--- src/rtl/spi_flash_read_cache_if.sv ---
// Bus bundle between the CPU load path, the flash read cache and the
// memory-mapped SPI flash word reader.
// slave  : the cache itself (serves CPU requests, drives flash strobes).
// master : the surroundings (CPU requester and flash reader).
interface spi_flash_read_cache_if;
    logic        cpu_rstrb;
    logic [19:0] cpu_word_address;
    logic [31:0] cpu_rdata;
    logic        cpu_rbusy;
    logic        flush;
    logic        flash_rstrb;
    logic [19:0] flash_word_address;
    logic [31:0] flash_rdata;
    logic        flash_rbusy;

    modport slave (
        input  cpu_rstrb, cpu_word_address, flush, flash_rdata, flash_rbusy,
        output cpu_rdata, cpu_rbusy, flash_rstrb, flash_word_address
    );

    modport master (
        output cpu_rstrb, cpu_word_address, flush, flash_rdata, flash_rbusy,
        input  cpu_rdata, cpu_rbusy, flash_rstrb, flash_word_address
    );
endinterface

--- src/rtl/spi_flash_read_cache.sv ---
// Direct-mapped one-word-per-line read cache in front of the SPI flash word
// reader. Hits return in one cycle; misses issue a single-word flash read,
// re-strobing if the reader does not go busy within ACK_TIMEOUT cycles.
// Optional next-line prefetch after each demand fill: SPI_FLASH_PREFETCH_EN.
module spi_flash_read_cache #(
    parameter int LINES       = 16,
    parameter int ACK_TIMEOUT = 8
) (
    input logic                   clk,
    input logic                   reset,
    spi_flash_read_cache_if.slave bus
);
    localparam int IDX_W = $clog2(LINES);
    localparam int TAG_W = 20 - IDX_W;
    localparam int CNT_W = $clog2(ACK_TIMEOUT + 1);

    typedef enum logic [3:0] {
        IDLE, ISSUE, WAIT_ACK, WAIT_DATA, FILL
`ifdef SPI_FLASH_PREFETCH_EN
        , PF_ISSUE, PF_WAIT_ACK, PF_WAIT_DATA, PF_FILL
`endif
    } state_t;

    state_t state_reg, state_next;

    // Tag/data storage is deliberately left unreset; valid bits gate it.
    logic [TAG_W-1:0] tag_mem  [LINES];
    logic [31:0]      data_mem [LINES];
    logic [LINES-1:0] valid_reg;

    logic [19:0]      fetch_addr_reg;   // address of the fetch in flight
    logic [CNT_W-1:0] cnt_reg;          // cycles spent waiting for ack
    logic             flush_seen_reg;   // flush hit the current fetch
    logic             cpu_rbusy_reg;
    logic [31:0]      cpu_rdata_reg;

    logic             req_valid;
    logic [19:0]      req_addr;
    logic [IDX_W-1:0] req_idx;
    logic [TAG_W-1:0] req_tag;
    logic             req_hit;
    logic [IDX_W-1:0] fill_idx;
    logic [TAG_W-1:0] fill_tag;
    logic             fill_we;
    logic             cnt_done;
    logic             in_issue;
    logic             in_wait_ack;
    logic             in_wait_data;
    logic             in_fill;

`ifdef SPI_FLASH_PREFETCH_EN
    logic             pend_valid_reg;   // CPU request captured during prefetch
    logic [19:0]      pend_addr_reg;
    logic             in_prefetch;
    logic [19:0]      pf_addr;
    logic [IDX_W-1:0] pf_idx;
    logic [TAG_W-1:0] pf_tag;
    logic             pf_present;

    // A request parked during prefetch takes precedence over the CPU port.
    assign req_valid = pend_valid_reg | bus.cpu_rstrb;
    assign req_addr  = pend_valid_reg ? pend_addr_reg : bus.cpu_word_address;

    assign in_issue     = (state_reg == ISSUE)     || (state_reg == PF_ISSUE);
    assign in_wait_ack  = (state_reg == WAIT_ACK)  || (state_reg == PF_WAIT_ACK);
    assign in_wait_data = (state_reg == WAIT_DATA) || (state_reg == PF_WAIT_DATA);
    assign in_fill      = (state_reg == FILL)      || (state_reg == PF_FILL);
    assign in_prefetch  = (state_reg == PF_ISSUE) || (state_reg == PF_WAIT_ACK) ||
                          (state_reg == PF_WAIT_DATA) || (state_reg == PF_FILL);

    // Next line, wrapping at the top of the 20-bit word space.
    assign pf_addr    = fetch_addr_reg + 20'd1;
    assign pf_idx     = pf_addr[IDX_W-1:0];
    assign pf_tag     = pf_addr[19:IDX_W];
    assign pf_present = valid_reg[pf_idx] && (tag_mem[pf_idx] == pf_tag);
`else
    assign req_valid = bus.cpu_rstrb;
    assign req_addr  = bus.cpu_word_address;

    assign in_issue     = (state_reg == ISSUE);
    assign in_wait_ack  = (state_reg == WAIT_ACK);
    assign in_wait_data = (state_reg == WAIT_DATA);
    assign in_fill      = (state_reg == FILL);
`endif

    assign req_idx  = req_addr[IDX_W-1:0];
    assign req_tag  = req_addr[19:IDX_W];
    // A flush in the same cycle wins, so the request becomes a miss.
    assign req_hit  = req_valid && valid_reg[req_idx] &&
                      (tag_mem[req_idx] == req_tag) && !bus.flush;
    assign fill_idx = fetch_addr_reg[IDX_W-1:0];
    assign fill_tag = fetch_addr_reg[19:IDX_W];
    assign fill_we  = in_fill && !flush_seen_reg && !bus.flush;
    assign cnt_done = (cnt_reg == CNT_W'(ACK_TIMEOUT - 1));

    assign bus.flash_word_address = fetch_addr_reg;
    assign bus.cpu_rdata          = cpu_rdata_reg;
    assign bus.cpu_rbusy          = cpu_rbusy_reg;

    // State register.
    always_ff @(posedge clk or negedge reset) begin
        if (!reset) state_reg <= IDLE;
        else        state_reg <= state_next;
    end

    // Next-state decode and the one-cycle flash strobe.
    always_comb begin
        state_next      = state_reg;
        bus.flash_rstrb = in_issue;
        case (state_reg)
            IDLE:      if (req_valid && !req_hit) state_next = ISSUE;
            ISSUE:     state_next = WAIT_ACK;
            WAIT_ACK:  if (bus.flash_rbusy) state_next = WAIT_DATA;
                       else if (cnt_done)   state_next = ISSUE;
            WAIT_DATA: if (!bus.flash_rbusy) state_next = FILL;
`ifdef SPI_FLASH_PREFETCH_EN
            FILL:         state_next = pf_present ? IDLE : PF_ISSUE;
            PF_ISSUE:     state_next = PF_WAIT_ACK;
            PF_WAIT_ACK:  if (bus.flash_rbusy) state_next = PF_WAIT_DATA;
                          else if (cnt_done)   state_next = PF_ISSUE;
            PF_WAIT_DATA: if (!bus.flash_rbusy) state_next = PF_FILL;
            PF_FILL:      state_next = IDLE;
`else
            FILL:      state_next = IDLE;
`endif
            default:   state_next = IDLE;
        endcase
    end

    // Request bookkeeping, ack timeout counter and CPU-facing outputs.
    always_ff @(posedge clk or negedge reset) begin
        if (!reset) begin
            fetch_addr_reg <= '0;
            cnt_reg        <= '0;
            flush_seen_reg <= 1'b0;
            cpu_rbusy_reg  <= 1'b0;
            cpu_rdata_reg  <= '0;
`ifdef SPI_FLASH_PREFETCH_EN
            pend_valid_reg <= 1'b0;
            pend_addr_reg  <= '0;
`endif
        end else begin
            if (in_issue)
                cnt_reg <= '0;
            else if (in_wait_ack && !bus.flash_rbusy)
                cnt_reg <= cnt_reg + 1'b1;

            if (state_reg == IDLE) begin
                flush_seen_reg <= 1'b0;
                if (req_hit) begin
                    cpu_rdata_reg <= data_mem[req_idx];
                    cpu_rbusy_reg <= 1'b0;
                end else if (req_valid) begin
                    fetch_addr_reg <= req_addr;
                    cpu_rbusy_reg  <= 1'b1;
                end
`ifdef SPI_FLASH_PREFETCH_EN
                pend_valid_reg <= 1'b0;
`endif
            end else if (bus.flush) begin
                flush_seen_reg <= 1'b1;
            end

            if (state_reg == FILL) begin
                cpu_rdata_reg <= bus.flash_rdata;
                cpu_rbusy_reg <= 1'b0;
`ifdef SPI_FLASH_PREFETCH_EN
                // The prefetch starts with a clean flush history.
                flush_seen_reg <= 1'b0;
                if (!pf_present) fetch_addr_reg <= pf_addr;
`endif
            end

`ifdef SPI_FLASH_PREFETCH_EN
            if (in_prefetch && bus.cpu_rstrb && !pend_valid_reg) begin
                pend_valid_reg <= 1'b1;
                pend_addr_reg  <= bus.cpu_word_address;
                cpu_rbusy_reg  <= 1'b1;
            end
`endif
        end
    end

    // Line fill: tag and data written together when the fill is still wanted.
    always_ff @(posedge clk) begin
        if (fill_we) begin
            data_mem[fill_idx] <= bus.flash_rdata;
            tag_mem[fill_idx]  <= fill_tag;
        end
    end

    genvar gi;
    generate
        for (gi = 0; gi < LINES; gi++) begin : g_valid
            // Per-line valid bit: flush clears everything, a fill sets one.
            always_ff @(posedge clk or negedge reset) begin
                if (!reset)
                    valid_reg[gi] <= 1'b0;
                else if (bus.flush)
                    valid_reg[gi] <= 1'b0;
                else if (fill_we && (fill_idx == IDX_W'(gi)))
                    valid_reg[gi] <= 1'b1;
            end
        end
    endgenerate
endmodule

--- src/flat_wrapper.sv ---
// flat-port wrapper written by rule: the top's interface ports become plain ports
module spi_flash_read_cache_flat 
#(
    parameter int LINES       = 16,
    parameter int ACK_TIMEOUT = 8
)
  (clk, reset, bus_cpu_rstrb, bus_cpu_word_address, bus_flush, bus_flash_rdata, bus_flash_rbusy, bus_cpu_rdata, bus_cpu_rbusy, bus_flash_rstrb, bus_flash_word_address);
  spi_flash_read_cache_if bus_i ();
  input logic clk;
  input logic reset;
  input wire logic [$bits(bus_i.cpu_rstrb)-1:0] bus_cpu_rstrb;
  input wire logic [$bits(bus_i.cpu_word_address)-1:0] bus_cpu_word_address;
  input wire logic [$bits(bus_i.flush)-1:0] bus_flush;
  input wire logic [$bits(bus_i.flash_rdata)-1:0] bus_flash_rdata;
  input wire logic [$bits(bus_i.flash_rbusy)-1:0] bus_flash_rbusy;
  output wire logic [$bits(bus_i.cpu_rdata)-1:0] bus_cpu_rdata;
  output wire logic [$bits(bus_i.cpu_rbusy)-1:0] bus_cpu_rbusy;
  output wire logic [$bits(bus_i.flash_rstrb)-1:0] bus_flash_rstrb;
  output wire logic [$bits(bus_i.flash_word_address)-1:0] bus_flash_word_address;
  assign bus_i.cpu_rstrb = bus_cpu_rstrb;
  assign bus_i.cpu_word_address = bus_cpu_word_address;
  assign bus_i.flush = bus_flush;
  assign bus_i.flash_rdata = bus_flash_rdata;
  assign bus_i.flash_rbusy = bus_flash_rbusy;
  assign bus_cpu_rdata = bus_i.cpu_rdata;
  assign bus_cpu_rbusy = bus_i.cpu_rbusy;
  assign bus_flash_rstrb = bus_i.flash_rstrb;
  assign bus_flash_word_address = bus_i.flash_word_address;
  spi_flash_read_cache #(.LINES(LINES), .ACK_TIMEOUT(ACK_TIMEOUT)) u_core (.clk(clk), .reset(reset), .bus(bus_i));
endmodule
--- config.mk ---
export PLATFORM = sky130hd
export DESIGN_NAME = spi_flash_read_cache_flat
export DESIGN_NICKNAME = d
export VERILOG_FILES = /design/src/rtl/spi_flash_read_cache_if.sv /design/src/rtl/spi_flash_read_cache.sv /design/src/flat_wrapper.sv
export SDC_FILE = /design/constraint.sdc
export NUM_CORES = 1
export LEC_CHECK = 0
export ABC_AREA = 1
export CORE_ASPECT_RATIO = 1.4
export CORE_MARGIN = 3
export CORE_UTILIZATION = 60
export DETAILED_ROUTE_END_ITERATION = 10
export DONT_BUFFER_PORTS = 1
export MAX_ROUTING_LAYER = met4
export PLACE_DENSITY = 0.85
export REMOVE_ABC_BUFFERS = 1
export SLEW_MARGIN = 20
export SYNTH_ARGS = -nofsm -noshare
export SYNTH_HDL_FRONTEND = slang
export SYNTH_SLANG_ARGS = --single-unit
--- constraint.sdc ---
create_clock -name clk -period 4.9 [get_ports clk]
set_input_delay 0.49 -clock clk [delete_from_list [all_inputs] [get_ports clk]]
set_output_delay 0.49 -clock clk [all_outputs]
set_load 0.1 [all_outputs]
==> impl_metrics.tcl <==
set metrics [dict create \
    status "complete, but fails checks" \
    violations "max-slew violations" \
    syn_inst 2733 \
    clock_path_buffers 3 \
    drt_iter0_markers 3474 \
    rsz0062_at_grt "no" \
    vias_per_cell 6.59 \
    grt_pass1_vias 22838 \
    layout-drive-gt1-share_pct 6.99 \
    whs_ns 0.0250 \
    grt_pass1_wl_um 132000 \
    area_growth_syn_to_layout_pct 10.6 \
    p_leak_uw 0.0130 \
    antenna_left 0 \
    drv_slew 186 \
    htree_num_levels 3 \
    cts.sinks 845 \
    hpwl_um 41800 \
    p_per_area_nw_per_um2 463 \
    max_slew_margin_pct -12.7 \
    cts_buffers 72 \
    pwr-share-seq_pct 55.7 \
    setup_violations 0 \
    timing.final.crit_share_pct 95.7 \
    root_buffer "clkbuf_16" \
    grt_start_max_net_pins 409 \
    utilization_pct 67.3 \
    synth.avg_cell_area_um2 12.4 \
    worstHoldPathType "in -> reg" \
    vias 23095 \
    clock.fmax_ghz 0.213 \
    clock_latency_ns 0.60 \
    crit_path_frequent_cell "nand2_1" \
    tightest_slew_ns 1.69 \
    gp_congestion 0.834 \
    routedWlPerCell_um 25.2 \
    antenna_found_initial 2 \
    critPathSlowestCell "inv_8" \
    drc_errors 0 \
    row_count 102 \
    final_hold_viol_count 0 \
    drt_pass1_iterations 6 \
    fin_total_pwr_uw 17300 \
    yosys.cell_types.count 33 \
    layout_min_cycle_time_ns 4.69 \
    synth_warnings 0 \
    track_usage_pct 30.3 \
    cts_tree "yes" \
    yosysSeqAreaShare_pct 73.8 \
    power.switching_uw 5290 \
    ys_ff_latch 845 \
    internal_power_uw 12000 \
    met2_length_um 43600 \
    worstPathArrival_ns 5.14 \
    cts.clk_slew.worst_paths_ns 0.07 \
    grt_overflow 0 \
    start_util_pct 60.9 \
    final_area_um2 37400 \
    post_dp_cell_area_um2 34700 \
    io_pins 111 \
    portBuffers 0 \
    largest_reg_flops 512 \
    crit_chain "inv_8, nand2_1, nand3_1, nand3_1, nand3_1, nand2_1, nand2_1, nand2_1, nor2_1, nand2_1, nor2_1, nand3_1, nand2_2, nand2_4, nand2_1, o21ai_2" \
    p_clk_share_pct 32.9 \
    routed-wl-met3_um 10200 \
    startpoint_type "input port" \
    slowest_delay_ns 1.32 \
    synth.cell_area_um2 33900 \
    coreArea_um2 55600 \
    postCtsSetupBuffers 0 \
    top_layer_used "met4" \
    finalWirelength_um 88200 \
    cp.required_ns 5.35 \
    max-vdd-ir-drop_uv 272 \
    crit_type "in -> reg" \
    die_width_um 207 \
    crit_fanout 408 \
    nets 2774 \
    p_comb_share_pct 11.4 \
    die-area_um2 59400 \
    met1Wirelength_um 29500 \
    fin_skew_ns 0.0202 \
    max_cap_viol_count 0 \
    die_h_um 287 \
    worstSetupEndpointType "flip-flop" \
    switching_share_pct 30.5 \
]
## power by group through the flow
| stage | clock network (µW) | logic (µW) | registers (µW) |
|---|---|---|---|
| 2_1_floorplan | 0 | 802 | 10200 |
| 3_3_place_gp | 0 | 1760 | 9800 |
| 3_5_place_dp | 0 | 1840 | 9810 |
| 4_1_cts | 5710 | 1960 | 9660 |
| 5_1_grt | 6000 | 2120 | 9690 |
| 6_report | 5710 | 1970 | 9660 |
## synth_stat cells, drive strengths merged
library cell | instances | area share, %
buf | 68 | 1.1
o21ai | 382 | 5.8
clkbuf | 109 | 1.2
ha | 1 | 0.037
nor3 | 5 | 0.074
dfrtp | 77 | 5.7
edfxtp | 768 | 68
a31oi | 1 | 0.018
nor4 | 1 | 0.018
mux2i | 5 | 0.15
and3 | 1 | 0.018
o221ai | 107 | 2.8
or2 | 6 | 0.11
nand3b | 4 | 0.089
nand2 | 360 | 4.0
clkinv | 1 | 0.011
nand3 | 225 | 3.3
a21oi | 25 | 0.37
inv | 133 | 1.5
o211ai | 26 | 0.58
o22ai | 35 | 0.65
nor2 | 392 | 4.3
a221oi | 1 | 0.026
## worst max-delay path, delay by kind of cell
family,cells,cell delay [ns]
AND/OR/NAND/NOR,14,2.40
AO/OA/AOI/OAI,1,0.09
buffers and inverters,1,1.32
## cells in the final DEF (no fill, tap or decap), types with 3 or more instances in the layout
| cell type | n |
|---|---|
| a21oi_1 | 25 |
| buf_12 | 14 |
| buf_4 | 31 |
| bufinv_16 | 6 |
| clkbuf_1 | 23 |
| clkbuf_16 | 75 |
| clkbuf_8 | 3 |
| clkinv_1 | 9 |
| clkinv_2 | 9 |
| clkinvlp_4 | 6 |
| dfrtp_1 | 77 |
| dlygate4sd3_1 | 39 |
| edfxtp_1 | 768 |
| inv_1 | 129 |
| inv_6 | 5 |
| mux2i_1 | 5 |
| nand2_1 | 358 |
| nand3_1 | 224 |
| nand3b_1 | 4 |
| nor2_1 | 375 |
| nor2_4 | 17 |
| nor3_1 | 4 |
| o211ai_1 | 26 |
| o21ai_0 | 316 |
| o21ai_1 | 50 |
| o21ai_2 | 16 |
| o221ai_1 | 107 |
| o22ai_1 | 35 |
| or2_2 | 4 |
## final cells by class
type / count / area (µm²)
well taps: 728 / 911
flip-flops and latches: 845 / 25000
fillers: 3534 / 18200
diodes: 2 / 5.00
inverters: 134 / 517
repair buffers: 86 / 958
clock inverters: 32 / 330
clock buffers: 101 / 2000
multi-input cells: 1577 / 7730
## per-stage QoR
step	cells	TNS [ns]	setup slack, ns
2_1_floorplan	2556	-474.30	-0.667
3_3_place_gp	3330	0	1.23
6_report	3505	0	0.213
3_5_place_dp	3330	0	1.08
4_1_cts	3503	0	1.53
5_1_grt	3505	0	0.956
## cells by family after synthesis
group	synth area share [%]
multiplexers	0.148
AND/OR/NAND/NOR	12.0
buffers and inverters	3.79
adder cells (fa/ha/maj)	0.0369
AO/OA/AOI/OAI	10.2
flip-flops	73.8
## layer usage
layer / up-vias / global-route usage [%]
met5: - / -
met4: 0 / 16.3
met3: 363 / 5.64
met2: 1755 / 48.1
met1: 11141 / 37.2
li1: 9836 / -
## worst paths after layout
path	start	end	slack (ns)	depth (start not counted)
setup / recovery	bus_cpu_word_address[0]	u_core.bus.cpu_rdata[7]	0.21	16
hold / removal	bus_cpu_word_address[6]	u_core.bus.flash_word_address[6]	0.03	2
setup reg to reg	u_core.state_reg[1]	u_core.data_mem[1][31]	1.52	8
hold reg to reg	u_core.valid_reg[8]	u_core.valid_reg[8]	0.51	2
max in group asynchronous	reset	u_core.bus.cpu_rdata[15]	3.99	2
min in group asynchronous	reset	u_core.bus.flash_word_address[6]	0.53	2
## timing repair
action	4_1_cts	5_1_grt
resized for setup	0	0
hold buffers	40	0
hold endpoints to repair	608	0
(Power assumes the default switching activity.)
